### config.mk
export PLATFORM = sky130hd
export DESIGN_NAME = custom_logic_pipe
export DESIGN_NICKNAME = d
export VERILOG_FILES = /design/src/rtl/custom_logic_pkg.sv /design/src/rtl/custom_logic_xform.sv /design/src/rtl/custom_logic_pipe.sv
export SDC_FILE = /design/constraint.sdc
export NUM_CORES = 1
export LEC_CHECK = 0
export ABC_CLOCK_PERIOD_IN_PS = 1430
export CORE_MARGIN = 5
export CORE_UTILIZATION = 24
export CTS_BUF_LIST = sky130_fd_sc_hd__clkbuf_8
export CTS_CLUSTER_DIAMETER = 40
export DETAILED_ROUTE_END_ITERATION = 16
export PLACE_DENSITY = 0.51
export SETUP_SLACK_MARGIN = 0.02
export SLEW_MARGIN = 30
export SYNTH_ARGS = -nofsm -noshare
export SYNTH_HDL_FRONTEND = slang
export SYNTH_SLANG_ARGS = --single-unit
export TNS_END_PERCENT = 100
### constraint.sdc
create_clock -name clk -period 1.43 [get_ports clk]
set_input_delay 0.3575 -clock clk [delete_from_list [all_inputs] [get_ports clk]]
set_output_delay 0.3575 -clock clk [all_outputs]
set_load 0.02 [all_outputs]
### src/rtl/custom_logic_pkg.sv
// Shared types and helpers for the custom_logic stream transform.
// Mode encoding plus the per-item beat count rule.
package custom_logic_pkg;

  typedef enum logic [1:0] {
    MODE_PASS    = 2'd0,
    MODE_EVEN_SQ = 2'd1,
    MODE_ALL_SQ  = 2'd2,
    MODE_RSVD    = 2'd3
  } mode_t;

  // Only even items in MODE_EVEN_SQ repeat; everything else is a single beat.
  function automatic int beats_for(mode_t mode, logic lsb, int rep);
    if (mode == MODE_EVEN_SQ && !lsb) return rep;
    return 1;
  endfunction

endpackage

### src/rtl/custom_logic_xform.sv
// Combinational per-item transform: chooses pass-through or square and
// reports how many output beats the item occupies.
module custom_logic_xform
  import custom_logic_pkg::*;
#(
  parameter int DW  = 6,
  parameter int REP = 2,
  parameter int OW  = 2 * DW,
  parameter int BW  = $clog2(REP + 1)
) (
  input  mode_t            mode,
  input  logic [DW-1:0]    data,
  output logic [OW-1:0]    result,
  output logic [BW-1:0]    beats
);

  logic [2*DW-1:0] square;
  logic            do_square;

  // Square at full 2*DW precision, then resize to the output width.
  always_comb begin
    square    = {{DW{1'b0}}, data} * {{DW{1'b0}}, data};
    do_square = (mode == MODE_ALL_SQ) || ((mode == MODE_EVEN_SQ) && !data[0]);
    result    = do_square ? OW'(square) : OW'(data);
    beats     = BW'(beats_for(mode, data[0], REP));
  end

endmodule

### src/rtl/custom_logic_pipe.sv
// Registered odd/even stream transform between a valid/ready producer and consumer.
// One output register with a repeat counter; 1-cycle latency.
module custom_logic_pipe
  import custom_logic_pkg::*;
#(
  parameter int DW  = 6,
  parameter int REP = 2,
  parameter int OW  = 2 * DW
) (
  input  logic          clk,
  input  logic          rst,
  input  logic [1:0]    mode,
  input  logic [DW-1:0] up_data,
  input  logic          up_valid,
  output logic          up_ready,
  output logic [OW-1:0] down_data,
  output logic          down_valid,
  input  logic          down_ready,
  output logic          busy
);

  localparam int RW = (REP > 1) ? $clog2(REP) : 1;
  localparam int BW = $clog2(REP + 1);

  logic [RW-1:0] rep_left;
  logic [OW-1:0] xf_result;
  logic [BW-1:0] xf_beats;
  logic [RW-1:0] rep_load;
  logic          accept;

  custom_logic_xform #(
    .DW  (DW),
    .REP (REP),
    .OW  (OW),
    .BW  (BW)
  ) u_xform (
    .mode   (mode_t'(mode)),
    .data   (up_data),
    .result (xf_result),
    .beats  (xf_beats)
  );

  // The last pending beat leaving this cycle frees the register for a new item.
  assign up_ready = ~down_valid | (down_ready & (rep_left == '0));
  assign accept   = up_valid & up_ready;
  assign rep_load = RW'(xf_beats - BW'(1));
  assign busy     = down_valid | (rep_left != '0);

  always_ff @(posedge clk or posedge rst) begin
    if (rst) begin
      down_data  <= '0;
      down_valid <= 1'b0;
      rep_left   <= '0;
    end else if (accept) begin
      down_data  <= xf_result;
      down_valid <= 1'b1;
      rep_left   <= rep_load;
    end else if (down_valid && down_ready) begin
      if (rep_left != '0) begin
        rep_left <= rep_left - RW'(1);
      end else begin
        down_valid <= 1'b0;
      end
    end
  end

endmodule

After elaboration in Yosys (flattened, before gate mapping)
Cells that the tools add are included.

cells by class
  shift operators = 0
  multiplexer cells = 9
  reduce and logical (&&, ||, !) cells = 6
  eq/ne operators = 3
  add/sub/neg operators = 2
  div/mod/pow operators = 0
  magnitude comparators = 0
  $mul = 1
  bitwise operators = 6

operators by type and width
  operator               number
  $mul A6 B6 Y12         1
  $mux W12               1
  $mux W1                8
  $and A1 B1 Y1          2
  $eq A2 B1 Y1 const B   1
  $eq A2 B2 Y1 const B   1
  $logic_and A1 B1 Y1    2
  $ne A2 B1 Y1 const B   1
  $not A1 Y1             2
  $or A1 B1 Y1           2
  $reduce_and A2 Y1      1
  $reduce_bool A2 Y1     1
  $sub A1 B1 Y1 const B  2
  $logic_not A1 Y1       1
  $logic_or A1 B1 Y1     1

word-level totals
  output and inout port bits = 15
  flip-flop bits (word level) = 14
  bits in writable memories = 0
  bits in latches = 0
  memories = 0
  bits in read-only memories = 0
  bits of input ports = 12

Longest topological paths before layout
Gate-level depths: netlist (run 1).

  depth after elaboration = 6
  mapped depth = 13

Cells and area by module
A second synthesis (run 1) with hierarchy kept.

unflattened totals
  cell total of the unflattened synthesis = 152
  area, all modules = 1,483.9 um2

by module, submodules not included
  module              cells an instance  times used  area each (um2)
  custom_logic_xform  116                1           868.3
  custom_logic_pipe   36                 1           615.6

Worst setup path before layout (run 1)
OpenSTA, ideal clock, no wires.

  kind = input to register
  start = input up_data[3]
  end = register down_data[11]
  stages = 13
  path buffers = 1
  path slack = -2.161 ns
  arrival time = 3.470 ns
  data required time = 1.308 ns
  cell sequence = clkbuf_1 inv_1 nor2_1 fa_1 inv_1 fa_1 fa_1 inv_1 ha_1 nand3_1 a211o_1 a31o_2 a32o_1

between the ends
  longest elaborated chain between the ends = 2

ends and longest elaborated chain
  what                  RTL line                  text
  from (decl)           custom_logic_pipe.sv:13   input logic [DW-1:0] up_data,
  $mul A6 B6 Y12        custom_logic_xform.sv:22  square = {{DW{1'b0}}, data} * {{DW{1'b0}}, data};
  $mux W12              custom_logic_xform.sv:24  result = do_square ? OW'(square) : OW'(data);
  to (signal assigned)  custom_logic_pipe.sv:55   down_data <= xf_result;
  to (decl)             custom_logic_pipe.sv:16   output logic [OW-1:0] down_data,

Every way passes these cells.
A chain may end at the register's enable or synchronous reset.

Worst setup path after layout (run 1)
  start = input up_data[5]
  end = register down_data[11]

Same word-level chain as after synthesis.

==> flow_metrics.env, run 1 <==
export IMPL_postCtsHoldBufs=0
export IMPL_die_area_um2=7370
export IMPL_status="finished, violations left"
export IMPL_reg2reg_slack_ns=0.01
export IMPL_netlist_area_um2=1380
export IMPL_cp_slowest_cell="fa_1"
export IMPL_async_reset_ff_share_pct=100
export IMPL_port_buffers=26
export IMPL_clkTransAtPathRegs_ns=0.06
export IMPL_rows=27
export IMPL_rsz0062_at_grt="yes"
export IMPL_detail_route_antenna_nets=0
export IMPL_peakVddDrop_mv=0.456
export IMPL_start_util_pct=24.9
export IMPL_utilization_pct=40.9
export IMPL_grt_use_total_pct=9.77
export IMPL_fillCellCount=581
export IMPL_drt_initial_drc_count=22
export IMPL_synth_seq_area_share_pct=25.4
export IMPL_ys_types=39
export IMPL_setup_ws_ns=-1.71
export IMPL_routed_wl_mm=3.46
export IMPL_synth_avg_cell_area_um2=8.90
export IMPL_seq_area_um2=350
export IMPL_firstDrtPassIters=4
export IMPL_cts_tree="built"
export IMPL_grt_ovfl_total=0
export IMPL_clock_sinks=14
export IMPL_power_density_nw_per_um2=1000
export IMPL_crit_required_ns=1.56
export IMPL_via_per_inst=4.38
export IMPL_grt_first_pass_wirelength_mm=5.86
export IMPL_clock_skew_ns=0.00539
export IMPL_grt_pass1_vias=1315
export IMPL_drive_above_1_share_pct=43.3
export IMPL_finalHoldViolations=0
export IMPL_arrival_ns=3.27
export IMPL_clk_path_buf_depth=2
export IMPL_die_w_um=85.8
export IMPL_p_leak_uw=0.00112
export IMPL_die_y_um=85.8
export IMPL_antenna_found_initial=0
export IMPL_path_delay_family="adder cells"
export IMPL_cp_start_kind="primary input"
export IMPL_wire_per_inst_um=11.7
export IMPL_synth_ff_type="dfrtp_1"
export IMPL_slew_headroom_pct=78.7
export IMPL_min_period_ns=3.14
export IMPL_area_delta_synth_final_pct=64.1
export IMPL_min_path_type="primary input to async pin"
export IMPL_ioPinCount=27
export IMPL_coreArea_um2=5540
export IMPL_whs_ns=0.404
export IMPL_syn_inst=155
export IMPL_htreeDepth=1
export IMPL_gp_congestion=0.755
export IMPL_violations="negative setup slack"
export IMPL_path_cells="buf_8 > and2_4 > fa_1 > inv_2 > fa_2 > fa_1 > inv_2 > ha_4 > nand3_4 > a211o_1 > a31o_2 > a32o_1"
export IMPL_synth_top_cell_area_share_pct=25.4
export IMPL_startpoint="up_data[5]"
export IMPL_synth_largest_area_cell="dfrtp_1"
export IMPL_finalCritPeriodShare_pct=220
export IMPL_end_kind="flip-flop"
export IMPL_yosys_warnings=0
export IMPL_crit_fanout=3
export IMPL_max_stage_delay_ns=0.54
export IMPL_vias=1296
export IMPL_critPathBufInv=3
export IMPL_antennaDiodeCount=0
export IMPL_synth_edf_count=0
export IMPL_drv_cap=0
export IMPL_reg2reg_from="rep_left"
export IMPL_dp_hpwl_mm=2.89
export IMPL_setup_viol=8
export IMPL_cts_buffers_inserted=3
export IMPL_ys_ff_latch=14
export IMPL_synth_nets=188
export IMPL_finalMaxSlewViolations=0
export IMPL_worstSetupPathType="primary input to flip-flop"
export IMPL_clk_latency_ns=0.24
export IMPL_grt_max_degree=15
export IMPL_synth_common_cells="inv_1, nand2_1, dfrtp_1"
export IMPL_tightest_slew_ns=0.319
export IMPL_drc=0
export IMPL_root_buffer="clkbuf_8"
export IMPL_yosysMostFrequentCell="inv_1"
export IMPL_synthTopCellsByArea="dfrtp_1, ha_1, fa_1"
export IMPL_nNetsFinal=258
export IMPL_fmax_ghz=0.318
export IMPL_multi_input_area_um2=1050
==> routing by layer <==
layer	part of all wire [%]	vias up	global-route usage [%]
li1	-	663	-
met1	47	608	12.4
met2	49	23	17.3
met3	4.1	2	2.21
met4	0.29	0	1.29
met5	0	-	0
==> registers in the layout, indices dropped and copies added, names as in the netlist <==
signal	cells
down_data	12
rep_left	1
down_valid	1
==> layout make-up <==
class / count / area share (%)
Multi-Input combinational cell: 112 / 46.4
Timing Repair Buffer: 70 / 27.4
Clock buffer: 4 / 2.43
Tap cell: 72 / 3.98
Sequential cell: 14 / 15.5
Inverter: 24 / 4.31
==> stage by stage <==
stage	TNS [ns]	cells	area (um^2)	setup slack, ns	total power (uW)
4_1_cts	-12.20	294	2160	-1.72	2180
5_1_grt	-12.89	296	2260	-1.79	2460
2_1_floorplan	-12.81	155	1460	-1.92	1260
3_5_place_dp	-21.31	284	2040	-2.45	1730
3_3_place_gp	-21.42	284	2040	-2.45	1720
6_report	-12.11	296	2260	-1.71	2280
==> worst paths after layout <==
kind                            endpoint  depth (start not counted)
setup / recovery           down_data[11]                         12
hold / removal              down_data[3]                          3
setup reg to reg           down_data[10]                          5
hold reg to reg             down_data[6]                          2
max in group asynchronous   down_data[6]                          3
min in group clk            down_data[0]                          3
==> cell families after synthesis <==
kind of cell | share of synthesized area, %
AND/OR/NAND/NOR | 18.2
AO/OA/AOI/OAI | 18.3
buffers and inverters | 8.52
adder cells (fa/ha/maj) | 23.4
flip-flops | 25.4
XOR/XNOR | 3.17
multiplexers | 2.99
==> where the power goes <==
part / leakage, uW / internal (uW) / switching (uW) / total (uW)
logic: 0.000913 / 733 / 658 / 1390
registers: 0.000179 / 467 / 34.3 / 501
clock network: 0.0000288 / 244 / 140 / 383
==> cell usage in the layout, fill, tap and decap left out, drive strengths merged, types with 3 or more instances in the layout <==
master	Yosys	layout
inv	24	24
ha	13	13
nand2	21	21
buf	2	53
xnor2	3	3
a21oi	8	8
dlygate4sd2	0	13
o21ai	8	8
mux2i	3	3
fa	8	8
clkbuf	3	5
dfrtp	14	14
o21a	3	3
nand2b	3	3
and2	11	11
or3	3	3
==> worst min-delay path, delay by kind of cell <==
kind,cells,cell delay (ns)
buffers and inverters,3,0.65
==> timing repair <==
item | CTS | global route
pin swaps | 21 | 9
setup endpoints to repair | 28 | 14
resized for setup | 78 | 31
setup buffers | 6 | 2
cloned | 0 | 0
(Power assumes the default switching activity.)
==> inputs of run 2 (changes only) <==
--- a/config.mk
+++ b/config.mk
@@ -7,11 +7,11 @@
 export LEC_CHECK = 0
 export ABC_CLOCK_PERIOD_IN_PS = 1430
 export CORE_MARGIN = 5
-export CORE_UTILIZATION = 24
+export CORE_UTILIZATION = 40
 export CTS_BUF_LIST = sky130_fd_sc_hd__clkbuf_8
 export CTS_CLUSTER_DIAMETER = 40
 export DETAILED_ROUTE_END_ITERATION = 16
-export PLACE_DENSITY = 0.51
+export PLACE_DENSITY = 0.72
 export SETUP_SLACK_MARGIN = 0.02
 export SLEW_MARGIN = 30
 export SYNTH_ARGS = -nofsm -noshare
==> run 2 against run 1 <==
  * The flow still finishes with violations (negative setup slack)
  * Critical path type unchanged
  * Combinational power up 3%
  * Register-to-register slack is essentially flat
  * First-iteration DRC count increased by 59%
  * Routed wire length increased by 7.3%
  * Final area is 0.61% lower
  * Flip-flop and latch count unchanged
  * Worst setup slack lost 0.046 ns
  * Hold slack got worse by 0.0041 ns
  * Highest routed layer unchanged
  * Core utilization rose by 27 points
==> flow_metrics.env, run 2 (synthesized netlist as in run 1, its figures left out) <==
export IMPL_grt_use_total_pct=17.8
export IMPL_tightest_slew_ns=0.331
export IMPL_routed_wl_mm=3.72
export IMPL_via_per_inst=4.95
export IMPL_cts_tree="built"
export IMPL_largest_reg_flops=12
export IMPL_slew_headroom_pct=77.9
export IMPL_grt_pass1_vias=1429
export IMPL_postCtsHoldBufs=0
export IMPL_area_delta_synth_final_pct=63.1
export IMPL_finalCritPeriodShare_pct=223
export IMPL_dp_hpwl_mm=2.86
export IMPL_path_cells="buf_6 > and2_4 > fa_1 > inv_2 > fa_2 > fa_1 > inv_2 > ha_4 > nand3_2 > a211o_1 > a31o_2 > a32o_1"
export IMPL_detail_route_antenna_nets=0
export IMPL_coreArea_um2=3340
export IMPL_max_stage_delay_ns=0.55
export IMPL_grt_ovfl_total=0
export IMPL_antenna_found_initial=0
export IMPL_top_register="down_data"
export IMPL_start_util_pct=41.4
export IMPL_dp_cells=258
export IMPL_cp_slowest_cell="fa_1"
export IMPL_die_w_um=68.7
export IMPL_port_buffers=26
export IMPL_vias=1362
export IMPL_cts_buffers_inserted=3
export IMPL_worstSetupPathType="primary input to flip-flop"
export IMPL_fmax_ghz=0.314
export IMPL_finalHoldViolations=0
export IMPL_setup_viol=10
export IMPL_power_density_nw_per_um2=1000
export IMPL_die_area_um2=4730
export IMPL_rsz0062_at_grt="yes"
export IMPL_reg2reg_slack_ns=0.02
export IMPL_min_period_ns=3.19
export IMPL_antennaDiodeCount=0
export IMPL_drv_cap=0
export IMPL_grt_first_pass_wirelength_mm=6.19
export IMPL_wire_per_inst_um=13.5
export IMPL_drc=0
export IMPL_clock_sinks=14
export IMPL_top_regs="down_data x12, down_valid x1, rep_left x1"
export IMPL_clk_latency_ns=0.25
export IMPL_cp_start_kind="primary input"
export IMPL_crit_required_ns=1.57
export IMPL_peakVddDrop_mv=0.439
export IMPL_critPathBufInv=3
export IMPL_status="finished, violations left"
export IMPL_firstDrtPassIters=4
export IMPL_startpoint="up_data[0]"
export IMPL_fillCellCount=260
export IMPL_crit_fanout=2
export IMPL_drive_above_1_share_pct=43.7
export IMPL_gp_congestion=0.874
export IMPL_p_leak_uw=0.00114
export IMPL_nNetsFinal=264
export IMPL_rows=21
export IMPL_reg2reg_from="rep_left"
export IMPL_tns_ns=-12.82
export IMPL_drt_initial_drc_count=35
export IMPL_instances_no_fill=275
export IMPL_violations="negative setup slack"
export IMPL_arrival_ns=3.33
export IMPL_htreeDepth=1
export IMPL_clock_skew_ns=0.00647
export IMPL_ioPinCount=27
export IMPL_setup_ws_ns=-1.76
export IMPL_die_y_um=68.7
export IMPL_min_path_type="primary input to async pin"
export IMPL_finalMaxSlewViolations=0
export IMPL_mostFrequentLayoutCell="buf_4"
export IMPL_clkTransAtPathRegs_ns=0.06
export IMPL_grt_max_degree=15
export IMPL_end_kind="flip-flop"
export IMPL_path_delay_family="adder cells"
export IMPL_final_cell_mix="buf_4, nand2_1, inv_1"
export IMPL_root_buffer="clkbuf_8"
export IMPL_clk_path_buf_depth=2
==> run 2: changes by cell type in the layout (fill, tap and decap cells not counted), moves of 2 or more <==
cell and change:
buf_4 +2, buf_6 +5, buf_2 +3, dlygate4sd2_1 +2, buf_8 -3
==> run 2: path summary, 6_finish.rpt <==
kind	endpoint	cells after the start
max	down_data[11]	12
min	down_data[10]	3
max reg2reg	down_data[10]	5
min reg2reg	down_data[4]	2
max in group asynchronous	down_data[0]	3
min in group clk	down_data[4]	2
==> run 2: tightest hold or removal path, cell delays in order <==
cell and delay [ns]:
clkdlybuf4s50_1 0.39, inv_1 0.05, buf_4 0.21
==> run 2: routing by layer <==
layer  wire [um]  up-vias  track usage [%]  share of wire (%)
met5           0        -                0                  0
met3         165       13             1.62                4.4
li1            -      669                -                  -
met1        1400      634             17.7                 38
met4         114        0             9.49                3.1
met2        2040       46             35.4                 55
==> run 2: final cells by class <==
cell class,count,area (um^2),share of cell area [%]
Multi-Input combinational cell,112,1060,47.2
Timing Repair Buffer,76,644,28.6
Sequential cell,14,350,15.6
Inverter,24,95.1,4.22
Tap cell,46,57.6,2.56
Clock buffer,3,41.3,1.83
==> run 2: through the flow <==
stage	cell area (um^2)	total power [uW]	setup slack, ns	hold slack (ns)	util [%]
final	2250	2250	-1.76	0.400	67.5
after global routing	2250	2430	-1.86	0.433	67.5
after CTS	2160	2160	-1.78	0.406	64.7
after detailed placement	2000	1720	-2.45	0.470	59.8
after global placement	2000	1680	-2.37	0.464	59.8
after floorplan	1460	1260	-1.92	0.247	-
==> run 2: what timing repair did <==
item,in CTS,in global routing
buffers inserted,12,3
pin swaps,21,20
setup endpoints to repair,27,14
gates cloned,0,0
endpoints found under the hold margin,0,0
gates resized for setup,81,20
==> run 2: power by group <==
| part | internal (uW) | switching (uW) |
|---|---|---|
| combinational | 727 | 702 |
| clock | 186 | 132 |
| sequential | 467 | 36.4 |
